==> config.mk <==
export PLATFORM = sky130hd
export DESIGN_NAME = wb_arbiter
export DESIGN_NICKNAME = d
export VERILOG_FILES = /design/src/rtl/wb_arbiter.sv
export SDC_FILE = /design/constraint.sdc
export NUM_CORES = 1
export LEC_CHECK = 0
export BUFFER_PORTS_ARGS = -buffer_cell sky130_fd_sc_hd__buf_2
export CORE_UTILIZATION = 40
export DETAILED_ROUTE_END_ITERATION = 12
export PLACE_DENSITY_LB_ADDON = 0.1
export SLEW_MARGIN = 20
export SYNTH_ARGS = -nofsm -noshare
export SYNTH_HDL_FRONTEND = slang
export SYNTH_SLANG_ARGS = --single-unit
==> constraint.sdc <==
create_clock -name clk -period 2.5 [get_ports clk]
set_input_delay 0.25 -clock clk [delete_from_list [all_inputs] [get_ports clk]]
set_output_delay 0.25 -clock clk [all_outputs]
set_load 0.1 [all_outputs]
==> src/rtl/wb_arbiter.sv <==
// Write-back arbiter for the register file write port: pipeline writeback has
// absolute priority, two long-latency units share the rest round-robin.
module wb_arbiter #(
    parameter int REG_ADDR_W = 5,
    parameter int DATA_W     = 32,
    parameter int NUM_REGS   = 32,
    parameter int STARVE_LIM = 8
) (
    input  logic                  clk,
    input  logic                  rst,
    input  logic                  pipe_we_i,
    input  logic [REG_ADDR_W-1:0] pipe_waddr_i,
    input  logic [DATA_W-1:0]     pipe_wdata_i,
    input  logic                  u1_valid_i,
    input  logic [REG_ADDR_W-1:0] u1_waddr_i,
    input  logic [DATA_W-1:0]     u1_wdata_i,
    output logic                  u1_ready_o,
    input  logic                  u2_valid_i,
    input  logic [REG_ADDR_W-1:0] u2_waddr_i,
    input  logic [DATA_W-1:0]     u2_wdata_i,
    output logic                  u2_ready_o,
    input  logic                  iss_i,
    input  logic [REG_ADDR_W-1:0] iss_addr_i,
    input  logic [REG_ADDR_W-1:0] chk1_addr_i,
    input  logic [REG_ADDR_W-1:0] chk2_addr_i,
    output logic                  busy1_o,
    output logic                  busy2_o,
    output logic                  stall_o,
    output logic                  we_o,
    output logic [REG_ADDR_W-1:0] waddr_o,
    output logic [DATA_W-1:0]     wdata_o
);

    typedef enum logic {
        UNIT1 = 1'b0,
        UNIT2 = 1'b1
    } unit_e;

    localparam logic [3:0] CNT_MAX = 4'hF;
    localparam logic [3:0] LIM     = 4'(STARVE_LIM);

    logic                  pipe_act;
    logic                  u1_win;
    logic                  u2_win;
    logic                  grant;
    logic [REG_ADDR_W-1:0] g_addr;
    logic [DATA_W-1:0]     g_data;

    unit_e                 last_q,  last_d;
    logic [NUM_REGS-1:0]   pend_q,  pend_d;
    logic [3:0]            cnt_q,   cnt_d;
    logic                  stall_q, stall_d;
    logic                  we_q,    we_d;
    logic [REG_ADDR_W-1:0] waddr_q, waddr_d;
    logic [DATA_W-1:0]     wdata_q, wdata_d;

    // Grant decode: a lone valid unit wins outright, a contest goes to the unit
    // that was not granted last. Held low during reset so no transfer completes.
    always_comb begin
        pipe_act = pipe_we_i && (pipe_waddr_i != '0);
        u1_win   = !rst && u1_valid_i && !pipe_act && (!u2_valid_i || last_q == UNIT2);
        u2_win   = !rst && u2_valid_i && !pipe_act && (!u1_valid_i || last_q == UNIT1);
        grant    = u1_win || u2_win;
        g_addr   = u1_win ? u1_waddr_i : u2_waddr_i;
        g_data   = u1_win ? u1_wdata_i : u2_wdata_i;
    end

    always_comb begin
        // NOTE: every next-state signal gets a default first so no path leaves it unassigned and infers a latch.
        we_d    = 1'b0;
        waddr_d = waddr_q;
        wdata_d = wdata_q;
        last_d  = last_q;
        pend_d  = pend_q;
        cnt_d   = cnt_q;
        stall_d = stall_q;

        if (pipe_act) begin
            we_d    = 1'b1;
            waddr_d = pipe_waddr_i;
            wdata_d = pipe_wdata_i;
        end else if (grant && g_addr != '0) begin
            we_d    = 1'b1;
            waddr_d = g_addr;
            wdata_d = g_data;
        end

        if (u1_win) begin
            last_d = UNIT1;
        end else if (u2_win) begin
            last_d = UNIT2;
        end

        // Clear before set so an issue on the same edge keeps the register pending.
        if (grant && g_addr != '0) begin
            pend_d[g_addr] = 1'b0;
        end
        if (iss_i && iss_addr_i != '0) begin
            pend_d[iss_addr_i] = 1'b1;
        end
        pend_d[0] = 1'b0;

        if (grant) begin
            cnt_d   = '0;
            stall_d = 1'b0;
        end else begin
            if ((u1_valid_i || u2_valid_i) && cnt_q != CNT_MAX) begin
                cnt_d = cnt_q + 4'd1;
            end
            if (cnt_q >= LIM) begin
                stall_d = 1'b1;
            end
        end
    end

    // NOTE: sequential state uses non-blocking assignments only; the scoreboard is a flop vector, so it resets like any other register.
    always_ff @(posedge clk or posedge rst) begin
        if (rst) begin
            last_q  <= UNIT2;
            pend_q  <= '0;
            cnt_q   <= '0;
            stall_q <= 1'b0;
            we_q    <= 1'b0;
            waddr_q <= '0;
            wdata_q <= '0;
        end else begin
            last_q  <= last_d;
            pend_q  <= pend_d;
            cnt_q   <= cnt_d;
            stall_q <= stall_d;
            we_q    <= we_d;
            waddr_q <= waddr_d;
            wdata_q <= wdata_d;
        end
    end

    assign u1_ready_o = u1_win;
    assign u2_ready_o = u2_win;
    assign busy1_o    = !rst && (chk1_addr_i != '0) && pend_q[chk1_addr_i];
    assign busy2_o    = !rst && (chk2_addr_i != '0) && pend_q[chk2_addr_i];
    assign stall_o    = stall_q;
    assign we_o       = we_q;
    assign waddr_o    = waddr_q;
    assign wdata_o    = wdata_q;

endmodule

==> After elaboration in Yosys (flattened, before gate mapping) <==
Index checks and enable logic that the tools add are counted.
{ "totals": {"ff_bits": 75, "latch_bits": 0, "mem_bits_rw": 0, "mem_bits_ro": 0, "inputBits": 132, "output_inout_bits": 43, "elab_cells": 77, "n_memories": 0} }
{ "classes": {"add_sub_neg": 1, "mul": 0, "n_div": 0, "order_cmp": 7, "eq_ne": 1, "n_shift": 0, "n_mux": 24, "bitwise_logic": 4, "reduce_logical": 33} }
{ "ops": {"columns": ["operator", "n"], "rows": [
  ["32-bit 2-to-1 mux", 5],
  ["32-bit bitwise AND", 1],
  ["32-bit inverter", 1],
  ["32-bit OR", 1],
  ["5-bit nonzero test", 5],
  ["5-bit by 6-bit less-than comparator with 1-bit output, second input constant", 4],
  ["1-bit logical AND", 16],
  ["5-bit 2-to-1 mux", 3],
  ["1-bit binary-select mux with 5-bit select", 2],
  ["1-bit demux with 5-bit select", 2],
  ["5-bit by 1-bit >= comparator with 1-bit output, second input constant", 2],
  ["1-bit 2-to-1 mux", 10],
  ["4-bit 2-to-1 mux", 2],
  ["2-bit nonzero test", 4],
  ["4-bit by 1-bit adder with 4-bit output, second input constant", 1],
  ["4-bit >= comparator, second input constant", 1],
  ["1-bit zero test", 4],
  ["1-bit logical OR", 4],
  ["4-bit != test, second input constant", 1],
  ["1-bit inverter", 1]
]} }

==> Depth between registers and ports, before layout <==
{ "logic_depth": {"depth_word": 15, "ltp_mapped": 9, "mapped_depth_nobuf": 5} }

==> Least setup slack after synthesis <==
Ideal clock, no wire load.
{ "synth_timing": {"kind": "input to output", "start": "input port pipe_waddr_i[3]", "end": "output port u2_ready_o", "arrival_ns": 2.685, "required_ns": 2.250, "setup_slack_ns": -0.435, "path_stages": 6, "n_path_buf": 1, "cell_sequence": "or3_4 o31a_1 buf_6 nor2_1 nand2_1 a21oi_1"} }
{ "synth_between": {"elab_chain_cells": 5} }
{ "synth_rtl": {"columns": ["item", "line_no", "source"], "rows": [
  ["start, declared", "12", "input logic [REG_ADDR_W-1:0] pipe_waddr_i,"],
  ["5-bit nonzero test", "60", "pipe_act = pipe_we_i && (pipe_waddr_i != '0);"],
  ["1-bit logical AND", "60", null],
  ["1-bit zero test", "62", "u2_win = !rst && u2_valid_i && !pipe_act && (!u1_valid_i || last_q == UNIT1);"],
  ["1-bit logical AND (2 in series)", "62", null],
  ["end, declared", "21", "output logic u2_ready_o,"]
]} }
No other way between the ends.

==> Worst setup path after layout <==
{ "layout_timing": {"start": "register pend_q[6]", "end": "output port busy2_o"} }
{ "layout_between": {"elab_chain_cells": 3} }
{ "layout_rtl": {"columns": ["item", "line_no", "source"], "rows": [
  ["start, declared", "50", "logic [NUM_REGS-1:0] pend_q, pend_d;"],
  ["start signal, assigned", "128", "pend_q <= pend_d;"],
  ["1-bit binary-select mux with 5-bit select", "140", "assign busy2_o = !rst && (chk2_addr_i != '0) && pend_q[chk2_addr_i];"],
  ["1-bit 2-to-1 mux (not written as such)", "140", null],
  ["1-bit logical AND", "140", null],
  ["end, declared", "27", "output logic busy2_o,"]
]} }
No other way between the ends. The select of a mux whose other input is x is not followed.

==> flow_results.xml <==
<?xml version="1.0" encoding="UTF-8"?>
<metrics>
  <group name="floorplanning">
    <metric name="initial_core_util" unit="%">41.1</metric>
    <metric name="rows" unit="">38</metric>
    <metric name="fp.dieH" unit="microns">108</metric>
    <metric name="core_area" unit="sq um">10900</metric>
    <metric name="i_o_pin_total" unit="">175</metric>
    <metric name="die-area" unit="sq um">11600</metric>
    <metric name="die-width" unit="microns">108</metric>
  </group>
  <group name="synth">
    <metric name="syn_area" unit="sq um">4470</metric>
    <metric name="avgSynthCellArea" unit="sq um">9.77</metric>
    <metric name="ys_ff_latch" unit="">75</metric>
    <metric name="async_reset_ff_share" unit="%">100</metric>
    <metric name="yosys.area_share.xor_xnor" unit="%">0.587</metric>
    <metric name="synth-seq-area-share" unit="%">42.0</metric>
    <metric name="synth_compound_gate_area_share" unit="%">18.6</metric>
    <metric name="synth.net_count" unit="">592</metric>
    <metric name="synth-edff-count" unit="">0</metric>
    <metric name="yosys.area_share.adder" unit="%">0.559</metric>
    <metric name="synth.mux.area_fraction" unit="%">18.8</metric>
    <metric name="synth_top_area_share" unit="%">41.4</metric>
    <metric name="synth_area_leaders" unit="">sky130_fd_sc_hd__dfrtp_1, sky130_fd_sc_hd__mux2i_1, sky130_fd_sc_hd__mux4_2</metric>
    <metric name="ys_dominant_reg_cell" unit="">sky130_fd_sc_hd__dfrtp_1</metric>
    <metric name="synth.distinct_cells" unit="">40</metric>
    <metric name="ys.warnings.count" unit="">0</metric>
    <metric name="synth_cells" unit="">458</metric>
    <metric name="synth_top_family_by_area" unit="">multiplexers</metric>
    <metric name="synth_largest_area_cell" unit="">sky130_fd_sc_hd__dfrtp_1</metric>
    <metric name="synth-simple-area-share" unit="%">15.5</metric>
  </group>
  <group name="clock_network">
    <metric name="cts.clk_slew.worst_paths" unit="ps">80</metric>
    <metric name="cts-buffers-inserted" unit="">9</metric>
    <metric name="cts_tree" unit="">built</metric>
    <metric name="cts_resized" unit="">0</metric>
    <metric name="ctsHtreeMaxLevel" unit="">3</metric>
    <metric name="clk_root_buffer_cell" unit="">sky130_fd_sc_hd__clkbuf_8</metric>
    <metric name="cts_buffer_depth" unit="">2</metric>
    <metric name="numClockSinks" unit="">75</metric>
    <metric name="clk_latency" unit="ps">350</metric>
    <metric name="post_cts_hold_buffer_count" unit="">0</metric>
    <metric name="postCtsSetupRepairBufs" unit="">0</metric>
  </group>
  <group name="routing">
    <metric name="detailroute.via_count" unit="">4218</metric>
    <metric name="drt-total-wl" unit="microns">12700</metric>
    <metric name="wl_per_cell" unit="microns">16.7</metric>
    <metric name="detail_route.drc_violations" unit="">0</metric>
    <metric name="routed_via_density" unit="">5.55</metric>
    <metric name="ant_nets" unit="">0</metric>
    <metric name="detailedRoute.firstIterationViolations" unit="">232</metric>
    <metric name="detailedRoute.firstPassIterationCount" unit="">4</metric>
  </group>
  <group name="timing">
    <metric name="final_max_slew_viols" unit="">0</metric>
    <metric name="worst_clock_skew" unit="ps">5.45</metric>
    <metric name="fin_worst_hold_slack" unit="ps">25.1</metric>
    <metric name="tightest_slew" unit="ps">767</metric>
    <metric name="fmax" unit="MHz">422</metric>
    <metric name="finalCritPeriodShare" unit="%">94.8</metric>
    <metric name="setup_slack" unit="ps">131</metric>
    <metric name="rsz0062_at_grt" unit="">no</metric>
    <metric name="finalSetupViolCount" unit="">0</metric>
    <metric name="maxSlewHeadroom" unit="%">48.7</metric>
    <metric name="finalSetupTns" unit="ps">0</metric>
    <metric name="final-hold-violation-count" unit="">0</metric>
    <metric name="final.min_clock_period" unit="ps">2370</metric>
  </group>
  <group name="pwr">
    <metric name="pwr_density_cell" unit="nW/um^2">787</metric>
    <metric name="power" unit="mW">4.52</metric>
    <metric name="ir_worst_vdd" unit="uV">368</metric>
    <metric name="p_leak" unit="nW">2.74</metric>
  </group>
  <group name="global_route">
    <metric name="largest_net_degree_at_the_start_of_global_routing" unit="">75</metric>
    <metric name="initial_antenna_violation_count" unit="">0</metric>
    <metric name="globalRouteTotalUtil" unit="%">22.1</metric>
    <metric name="wire_length_of_the_first_global_routing_pass" unit="microns">19600</metric>
    <metric name="first_global_vias" unit="">3810</metric>
    <metric name="congestion_overflow_gr" unit="">0</metric>
  </group>
  <group name="flow_run">
    <metric name="count_of_maximum_capacitance_violations" unit="">0</metric>
  </group>
  <group name="hold_path">
    <metric name="min_path_type" unit="">input pin to asynchronous set/reset pin</metric>
  </group>
  <group name="cells_and_area">
    <metric name="drive_gt1_share" unit="%">36.3</metric>
    <metric name="finalCoreUtilization" unit="%">52.8</metric>
    <metric name="layoutNonFillerInstCount" unit="">760</metric>
    <metric name="area_growth" unit="%">28.5</metric>
    <metric name="multiInputGateArea" unit="sq um">2420</metric>
    <metric name="final_cell_area" unit="sq um">5750</metric>
    <metric name="antenna-diode-count" unit="">0</metric>
    <metric name="regArea" unit="sq um">1880</metric>
    <metric name="fill_cells" unit="">994</metric>
    <metric name="design.final.nets" unit="">749</metric>
  </group>
  <group name="placed_design">
    <metric name="gp_congestion" unit="">0.829</metric>
    <metric name="dp_hpwl" unit="microns">9350</metric>
    <metric name="dp_worst_setup_slack" unit="ps">294</metric>
    <metric name="portBuffers" unit="">174</metric>
    <metric name="placed_cells" unit="">744</metric>
    <metric name="placed_cell_area" unit="sq um">5480</metric>
  </group>
  <group name="critical_path">
    <metric name="worst-setup-path-type" unit="">flip-flop to output port</metric>
    <metric name="cp-start-kind" unit="">flip-flop</metric>
    <metric name="timing.critical_path.arrival" unit="ps">2120</metric>
    <metric name="critical_path.max_fanout" unit="">3</metric>
    <metric name="required_time_at_the_endpoint_of_the_critical_path" unit="ps">2250</metric>
    <metric name="timing.critical_path.to_type" unit="">output port</metric>
  </group>
  <group name="run_status">
    <metric name="status" unit="">finished clean</metric>
  </group>
</metrics>
[logic make-up after synthesis]
family	Yosys count
AND/OR/NAND/NOR	138
AO/OA/AOI/OAI	133
flip-flops	75
multiplexers	66
buffers and inverters	41
XOR/XNOR	3
adder cells (fa/ha/maj)	2
[sequential cells by signal, summed over array words and instances (netlist names)]
name / count
last_q: 1
pend_q: 31
cnt_q: 4
we_o: 1
waddr_o: 5
stall_o: 1
wdata_o: 32
[layout make-up]
cell class                      count  area share (%)
Tap cell                          140            3.05
Multi-Input combinational cell    342            42.2
Timing Repair Buffer              180            16.9
Clock buffer                       10            2.39
Inverter                            7           0.457
Clock inverter                      6            2.37
Sequential cell                    75            32.7
[report_power, final]
group          internal (mW)  switching, mW  total [mW]
Combinational          0.490           1.11        1.60
Clock                  0.793          0.473        1.27
Sequential              1.46          0.198        1.66
Total                   2.74           1.78        4.52
[layer usage]
metal	vias up	global-route usage, %	routed length (microns)
met5	-	0	0
met4	0	6.26	109
met3	9	6.30	869
met2	144	34.2	6010
met1	2030	30.0	5730
li1	2035	-	-
[Yosys cell counts, drive strengths merged, types with 9 or more instances]
cell / n
a21oi: 9
buf: 17
clkbuf: 17
dfrtp: 74
mux2i: 47
mux4: 14
nand2: 43
nand3: 38
nor2: 18
o211ai: 38
o21ai: 69
[worst max-delay path: stages (launching register included)]
cell	delay, ps
sky130_fd_sc_hd__dfrtp_1	400
sky130_fd_sc_hd__mux4_2	450
sky130_fd_sc_hd__or3_1	310
sky130_fd_sc_hd__o211ai_1	100
sky130_fd_sc_hd__o31ai_1	100
sky130_fd_sc_hd__o311a_1	110
sky130_fd_sc_hd__buf_2	290
[path summary, 6_finish.rpt]
path	cells past startpoint	slack [ps]	startpoint	endpoint
min	2	30	rst	pend_q[10]
max in group asynchronous	3	1810	rst	we_o
min reg2reg	2	510	stall_o	stall_o
min in group clk	3	110	pipe_wdata_i[4]	wdata_o[4]
max reg2reg	5	460	last_q	pend_q[13]
max	6	130	pend_q[6]	busy2_o
[placed cells by master (no fill, tap or decap), types with 3 or more instances in the layout]
cell type                     n
sky130_fd_sc_hd__dfrtp_1     74
sky130_fd_sc_hd__o21ai_1     18
sky130_fd_sc_hd__buf_2      172
sky130_fd_sc_hd__o211ai_1    38
sky130_fd_sc_hd__nand3b_1     7
sky130_fd_sc_hd__a21oi_1      8
sky130_fd_sc_hd__nor3b_1      6
sky130_fd_sc_hd__a32oi_1      4
sky130_fd_sc_hd__nor3_1       6
sky130_fd_sc_hd__or3_1        3
sky130_fd_sc_hd__buf_12       4
sky130_fd_sc_hd__clkbuf_8    10
sky130_fd_sc_hd__mux4_2      14
sky130_fd_sc_hd__nand3_1     38
sky130_fd_sc_hd__nand2b_1     4
sky130_fd_sc_hd__mux2_2       5
sky130_fd_sc_hd__nor2_1      18
sky130_fd_sc_hd__or3b_2       3
sky130_fd_sc_hd__o31ai_1      3
sky130_fd_sc_hd__mux2i_1     47
sky130_fd_sc_hd__bufinv_16    4
sky130_fd_sc_hd__nand2_1     42
sky130_fd_sc_hd__a31oi_1      3
sky130_fd_sc_hd__inv_1        6
sky130_fd_sc_hd__o21ai_0     51
sky130_fd_sc_hd__xnor2_1      3
sky130_fd_sc_hd__nand4_1      3
sky130_fd_sc_hd__buf_4        4
Note: power is estimated with default switching activity, not from simulation.
